### src/rtl/program_counter_pkg.sv
// Shared widths, reset value and next-PC select encoding for the fetch-stage program counter.
package program_counter_pkg;

  localparam int unsigned AW = 16;
  localparam int unsigned DW = 8;
  localparam logic [AW-1:0] RST_PC = '0;

  typedef enum logic [1:0] {
    PC_HOLD = 2'd0,
    PC_INC  = 2'd1,
    PC_BR   = 2'd2,
    PC_JMP  = 2'd3
  } pc_sel_e;

endpackage

### src/rtl/pc_next_mux.sv
// Next-PC selection: priority decode, incrementer, PC-relative branch adder and 4:1 mux.
module pc_next_mux
  import program_counter_pkg::*;
#(
  parameter int unsigned AW = program_counter_pkg::AW,
  parameter int unsigned DW = program_counter_pkg::DW
) (
  input  logic [AW-1:0] pc_i,
  input  logic          pcEn_i,
  input  logic          jump_i,
  input  logic          branch_i,
  input  logic [DW-1:0] disp_i,
  input  logic [AW-1:0] dSrc_i,
  output logic [AW-1:0] next_pc_o,
  output logic [AW-1:0] pc1_o
);

  pc_sel_e       sel;
  logic [AW-1:0] disp_sext;
  logic [AW-1:0] br_target;

  assign pc1_o     = pc_i + AW'(1);
  assign disp_sext = {{(AW-DW){disp_i[DW-1]}}, disp_i};
  assign br_target = pc1_o + disp_sext;

  // Jump outranks branch; disp and dSrc reach the output only when their select is chosen.
  always_comb begin
    sel = PC_HOLD;
    if (pcEn_i) begin
      if (jump_i)        sel = PC_JMP;
      else if (branch_i) sel = PC_BR;
      else               sel = PC_INC;
    end
  end

  always_comb begin
    next_pc_o = pc_i;
    unique case (sel)
      PC_HOLD: next_pc_o = pc_i;
      PC_INC:  next_pc_o = pc1_o;
      PC_BR:   next_pc_o = br_target;
      PC_JMP:  next_pc_o = dSrc_i;
      default: next_pc_o = pc_i;
    endcase
  end

endmodule

### src/rtl/program_counter.sv
// Fetch-stage program counter: registered pc with synchronous active-low reset, combinational pc+1 link.
module program_counter #(
  parameter int unsigned   AW     = program_counter_pkg::AW,
  parameter int unsigned   DW     = program_counter_pkg::DW,
  parameter logic [AW-1:0] RST_PC = AW'(program_counter_pkg::RST_PC)
) (
  input  logic          clk,
  input  logic          rst,
  input  logic          branch,
  input  logic          jump,
  input  logic          pcEn,
  input  logic [DW-1:0] disp,
  input  logic [AW-1:0] dSrc,
  output logic [AW-1:0] pc1,
  output logic [AW-1:0] pc
);

  logic [AW-1:0] pc_q;
  logic [AW-1:0] pc_d;

  pc_next_mux #(
    .AW(AW),
    .DW(DW)
  ) u_next (
    .pc_i     (pc_q),
    .pcEn_i   (pcEn),
    .jump_i   (jump),
    .branch_i (branch),
    .disp_i   (disp),
    .dSrc_i   (dSrc),
    .next_pc_o(pc_d),
    .pc1_o    (pc1)
  );

  always_ff @(posedge clk) begin
    if (!rst) pc_q <= RST_PC;
    else      pc_q <= pc_d;
  end

  assign pc = pc_q;

endmodule

### config.mk
export PLATFORM = sky130hd
export DESIGN_NAME = program_counter
export DESIGN_NICKNAME = d
export VERILOG_FILES = /design/src/rtl/program_counter_pkg.sv /design/src/rtl/pc_next_mux.sv /design/src/rtl/program_counter.sv
export SDC_FILE = /design/constraint.sdc
export NUM_CORES = 1
export LEC_CHECK = 0
export ABC_AREA = 1
export CORE_ASPECT_RATIO = 1.2
export CORE_MARGIN = 10
export CORE_UTILIZATION = 45
export DETAILED_ROUTE_END_ITERATION = 10
export PLACE_DENSITY = 0.79
export SYNTH_ARGS = -nofsm -noshare
export SYNTH_HDL_FRONTEND = slang
export SYNTH_HIERARCHICAL = 1
export SYNTH_SLANG_ARGS = --single-unit
### constraint.sdc
create_clock -name clk -period 2.5 [get_ports clk]
set_clock_uncertainty 0.05 [all_clocks]
set_input_delay 0.625 -clock clk [delete_from_list [all_inputs] [get_ports clk]]
set_output_delay 0.625 -clock clk [all_outputs]
set_load 0.01 [all_outputs]
==> Implementation_results.wiki <==
{| class="wikitable"
! Metric !! Value
|-
| Final total negative setup slack || -417 ps
|-
| Synthesized net count || 426
|-
| Max_cap viols || 0
|-
| Crit Path Category || reg -> reg
|-
| Worst Reg-to-Reg Cells || 24
|-
| Via count of the first global-routing pass || 2850
|-
| Peak fanout along the critical path || 3
|-
| Required time of the critical path || 2660 ps
|-
| DR DRC count || 0
|-
| Mean Syn Cell Area || 5.90 µm²
|-
| P&R area growth vs syn || 79.3%
|-
| Dpl hpwl || 6.57 mm
|-
| Outcome || finished with violations
|-
| Min Clock Period, post-route || 2650 ps
|-
| Overall power consumption || 0.00133 W
|-
| Worst path buffer plus inverter count || 6
|-
| RePlAce Congestion || 0.900
|-
| Most utilized layer in the global route result || met2
|-
| Critical path cell sequence || ha_4 > nand2_4 > inv_4 > nand2_4 > nor2_4 > nand2_2 > buf_4 > inv_2 > nand2_1 > nand2_1 > nand2_2 > ha_4 > nand2_4 > inv_1 > nand2_1 > nand2_1 > a21oi_2 > nand2_2 > inv_1 > nand2_1 > nand3_2 > a21oi_2 > nand2_1 > inv_1
|-
| Kind of start point of the critical path || flop
|-
| Most frequently used flop master after synthesis || sky130_fd_sc_hd__dfxtp_1
|-
| Count of final hold-check violations || 0
|-
| Count of vias placed by the detailed router || 3027
|-
| Number of iterations in the first detailed-routing pass || 4
|-
| Number of antenna violations at the first check in global routing || 0
|-
| Share of synthesized registers carrying an async set or reset || 0%
|-
| Netlist cell types || 38
|-
| Largest register FFs || 16
|-
| Cell Pwr Density || 335 nW/µm²
|-
| Cell Area, Placed || 3320 µm²
|-
| WL final || 9.79 mm
|-
| Final critical-path setup slack || -154 ps
|-
| Global-route wire length before repair || 13.4 mm
|-
| Iter 0 DRT Violations || 245
|-
| Final-stage net count || 555
|-
| Data arrival at the endpoint of the critical path || 2810 ps
|-
| # clock sinks || 16
|-
| Layout cell share with drive strength beyond 1 || 40.5%
|-
| Floorplan die area || 8150 µm²
|-
| Share of the yosys chip area belonging to registers || 14.4%
|-
| Root buffer cell || sky130_fd_sc_hd__clkbuf_8
|-
| Number of buffer cells added on primary ports || 60
|-
| Number of buffers between clock root and the deepest sink || 2
|-
| Worst voltage drop across the vdd grid || 0.000334 V
|-
| Area of the core || 4700 µm²
|-
| Slowest stage delay, CP || 370 ps
|-
| Pin count of the biggest net entering global routing || 17
|-
| Violated checks || negative setup slack
|-
| Quantity of hold-fixing buffers added after cts || 0
|-
| Hold path cells || 4
|-
| Residual overflow from global routing || 0
|-
| Normalized max-slew margin || 70.1%
|-
| Design Area, Final || 3980 µm²
|-
| Standard cell with the maximum stage delay on the critical path || sky130_fd_sc_hd__dfxtp_4
|-
| M3 GR Usage || 3.43%
|-
| Synthesized netlist cell count || 376
|-
| Unrepaired setup endpoints after global routing || true
|-
| Post-Place Setup Slack || -236 ps
|-
| Hold Crit Class || reg -> reg
|-
| Met2 Resource Use GR || 34.5%
|-
| Number of warnings issued by yosys || 6
|-
| Synth Cell Area || 2220 µm²
|-
| Remaining antenna violation count after routing || 0
|-
| Worst-margin pin slew || 448 ps
|-
| Final routed wire length divided by cell count || 17.4 µm
|-
| Number of core rows || 27
|-
| Met1 track demand over resource || 22.3%
|-
| TritonCTS clock tree || done
|-
| Delay-heaviest family, CP || simple AND/OR/NAND/NOR gates
|-
| X dimension of the die || 84.1 µm
|-
| Vertical die dimension || 96.9 µm
|-
| Fmax || 377 MHz
|-
| Final worst path period share || 106%
|-
| Depth of the CTS H-tree || 1
|-
| # diodes || 0
|-
| Slew Limit Fails || 0
|-
| Effective utilization at floorplan || 47.2%
|-
| Depth of the critical timing path with buffers and inverters included || 24
|-
| Number of enable-type register cells in the synthesized netlist || 0
|-
| Later-pin clock latency in the skew report || 260 ps
|-
| Number of buffers created by CTS || 3
|-
| Pleak || 1.98 nW
|-
| Critical Path Sink Type || flop
|-
| Worst path most repeated cell || sky130_fd_sc_hd__nand2_1
|-
| Number of setup violations in the final report || 7
|-
| Vias per inst || 5.39
|-
| Count of state elements after synthesis || 16
|-
| Total routing usage reported by global routing || 19.4%
|-
| Clock edge transition at the registers on the reported setup and hold paths || 70 ps
|-
| Number of top-level design ports || 61
|}
[cell type report]
cell class                 instances  area, µm²
timing repair buffer             130       1130
inverter                          67        254
multi-input combinational        287       2130
fill                             273        719
clock buffer                       4       55.1
tap                               58       72.6
sequential                        16        335
[where the power goes]
group          internal [W]  total (W)  leakage (nW)  switching (W)
Clock              0.000140   0.000240        0.0288      0.0000995
Sequential         0.000275   0.000301         0.135      0.0000257
Combinational      0.000387   0.000791          1.82       0.000404
[worst min-delay path: cells and delay by family, from the launching register on]
family	cells	cell delay [ps]
simple gates	2	120
buf+inv	1	50
flops	1	390
compound gates	1	70
[worst paths after layout]
path | start | to | slack [ps]
min reg2reg | pc[2] | pc[2] | 600
max | pc[1] | pc[15] | -150
min | pc[2] | pc[2] | 600
max reg2reg | pc[1] | pc[15] | -150
[cells in the final DEF, fill, tap and decap left out, types with 6 or more instances in the layout]
cell / count
sky130_fd_sc_hd__buf_4: 65
sky130_fd_sc_hd__inv_2: 13
sky130_fd_sc_hd__ha_1: 6
sky130_fd_sc_hd__nand4_1: 7
sky130_fd_sc_hd__nand2_1: 105
sky130_fd_sc_hd__dfxtp_1: 10
sky130_fd_sc_hd__nand3_2: 10
sky130_fd_sc_hd__dlygate4sd2_1: 6
sky130_fd_sc_hd__clkdlybuf4s50_1: 47
sky130_fd_sc_hd__nand2_4: 6
sky130_fd_sc_hd__inv_1: 52
sky130_fd_sc_hd__nor2_2: 6
sky130_fd_sc_hd__nor2_1: 16
sky130_fd_sc_hd__a21oi_2: 11
sky130_fd_sc_hd__nor2_4: 6
sky130_fd_sc_hd__ha_4: 14
sky130_fd_sc_hd__o2111ai_1: 6
sky130_fd_sc_hd__nand2_2: 25
sky130_fd_sc_hd__nand3_1: 13
[cell usage after synthesis, types with 4 or more instances]
| cell type | n | area [µm²] |
|---|---|---|
| sky130_fd_sc_hd__a21oi_1 | 16 | 80.1 |
| sky130_fd_sc_hd__dfxtp_1 | 16 | 320 |
| sky130_fd_sc_hd__ha_1 | 20 | 250 |
| sky130_fd_sc_hd__inv_1 | 62 | 233 |
| sky130_fd_sc_hd__inv_2 | 4 | 15.0 |
| sky130_fd_sc_hd__nand2_1 | 125 | 469 |
| sky130_fd_sc_hd__nand2_2 | 11 | 68.8 |
| sky130_fd_sc_hd__nand3_1 | 22 | 110 |
| sky130_fd_sc_hd__nand4_1 | 7 | 43.8 |
| sky130_fd_sc_hd__nor2_1 | 23 | 86.3 |
| sky130_fd_sc_hd__nor2_2 | 4 | 25.0 |
| sky130_fd_sc_hd__nor3_1 | 5 | 25.0 |
| sky130_fd_sc_hd__o2111ai_1 | 6 | 52.6 |
| sky130_fd_sc_hd__o21ai_0 | 7 | 35.0 |
| sky130_fd_sc_hd__o21bai_1 | 4 | 30.0 |
| sky130_fd_sc_hd__xor2_1 | 8 | 70.1 |
[per-layer routing]
| metal | vias to the layer above | share of wire (%) |
|---|---|---|
| met1 | 1410 | 38 |
| met4 | 0 | 2.7 |
| met2 | 147 | 52 |
| met5 | - | 0 |
| li1 | 1444 | - |
| met3 | 26 | 7.2 |
[timing repair]
item / in CTS / in global routing
buffers inserted: 1 / 9
pin swaps: 12 / 37
gates resized for setup: 58 / 93
endpoints found under the setup margin: 25 / 22
[through the flow]
step                      hold slack, ps  utilization (%)  instances
after floorplan                      574                -        376
after global placement               578             70.7        549
after detailed placement             604             70.7        549
after CTS                            618             76.2        554
after global routing                 651             84.7        562
final                                602             84.7        562
[cells by family after synthesis]
kind of cell	Yosys count	share of synthesized area (%)
AND/OR/NAND/NOR	213	43.3
adder cells (fa/ha/maj)	21	12.2
buffers and inverters	73	13.5
AO/OA/AOI/OAI	42	12.1
flip-flops	16	14.4
XOR/XNOR	11	4.35
No activity file was read; power rests on OpenSTA's default activity.
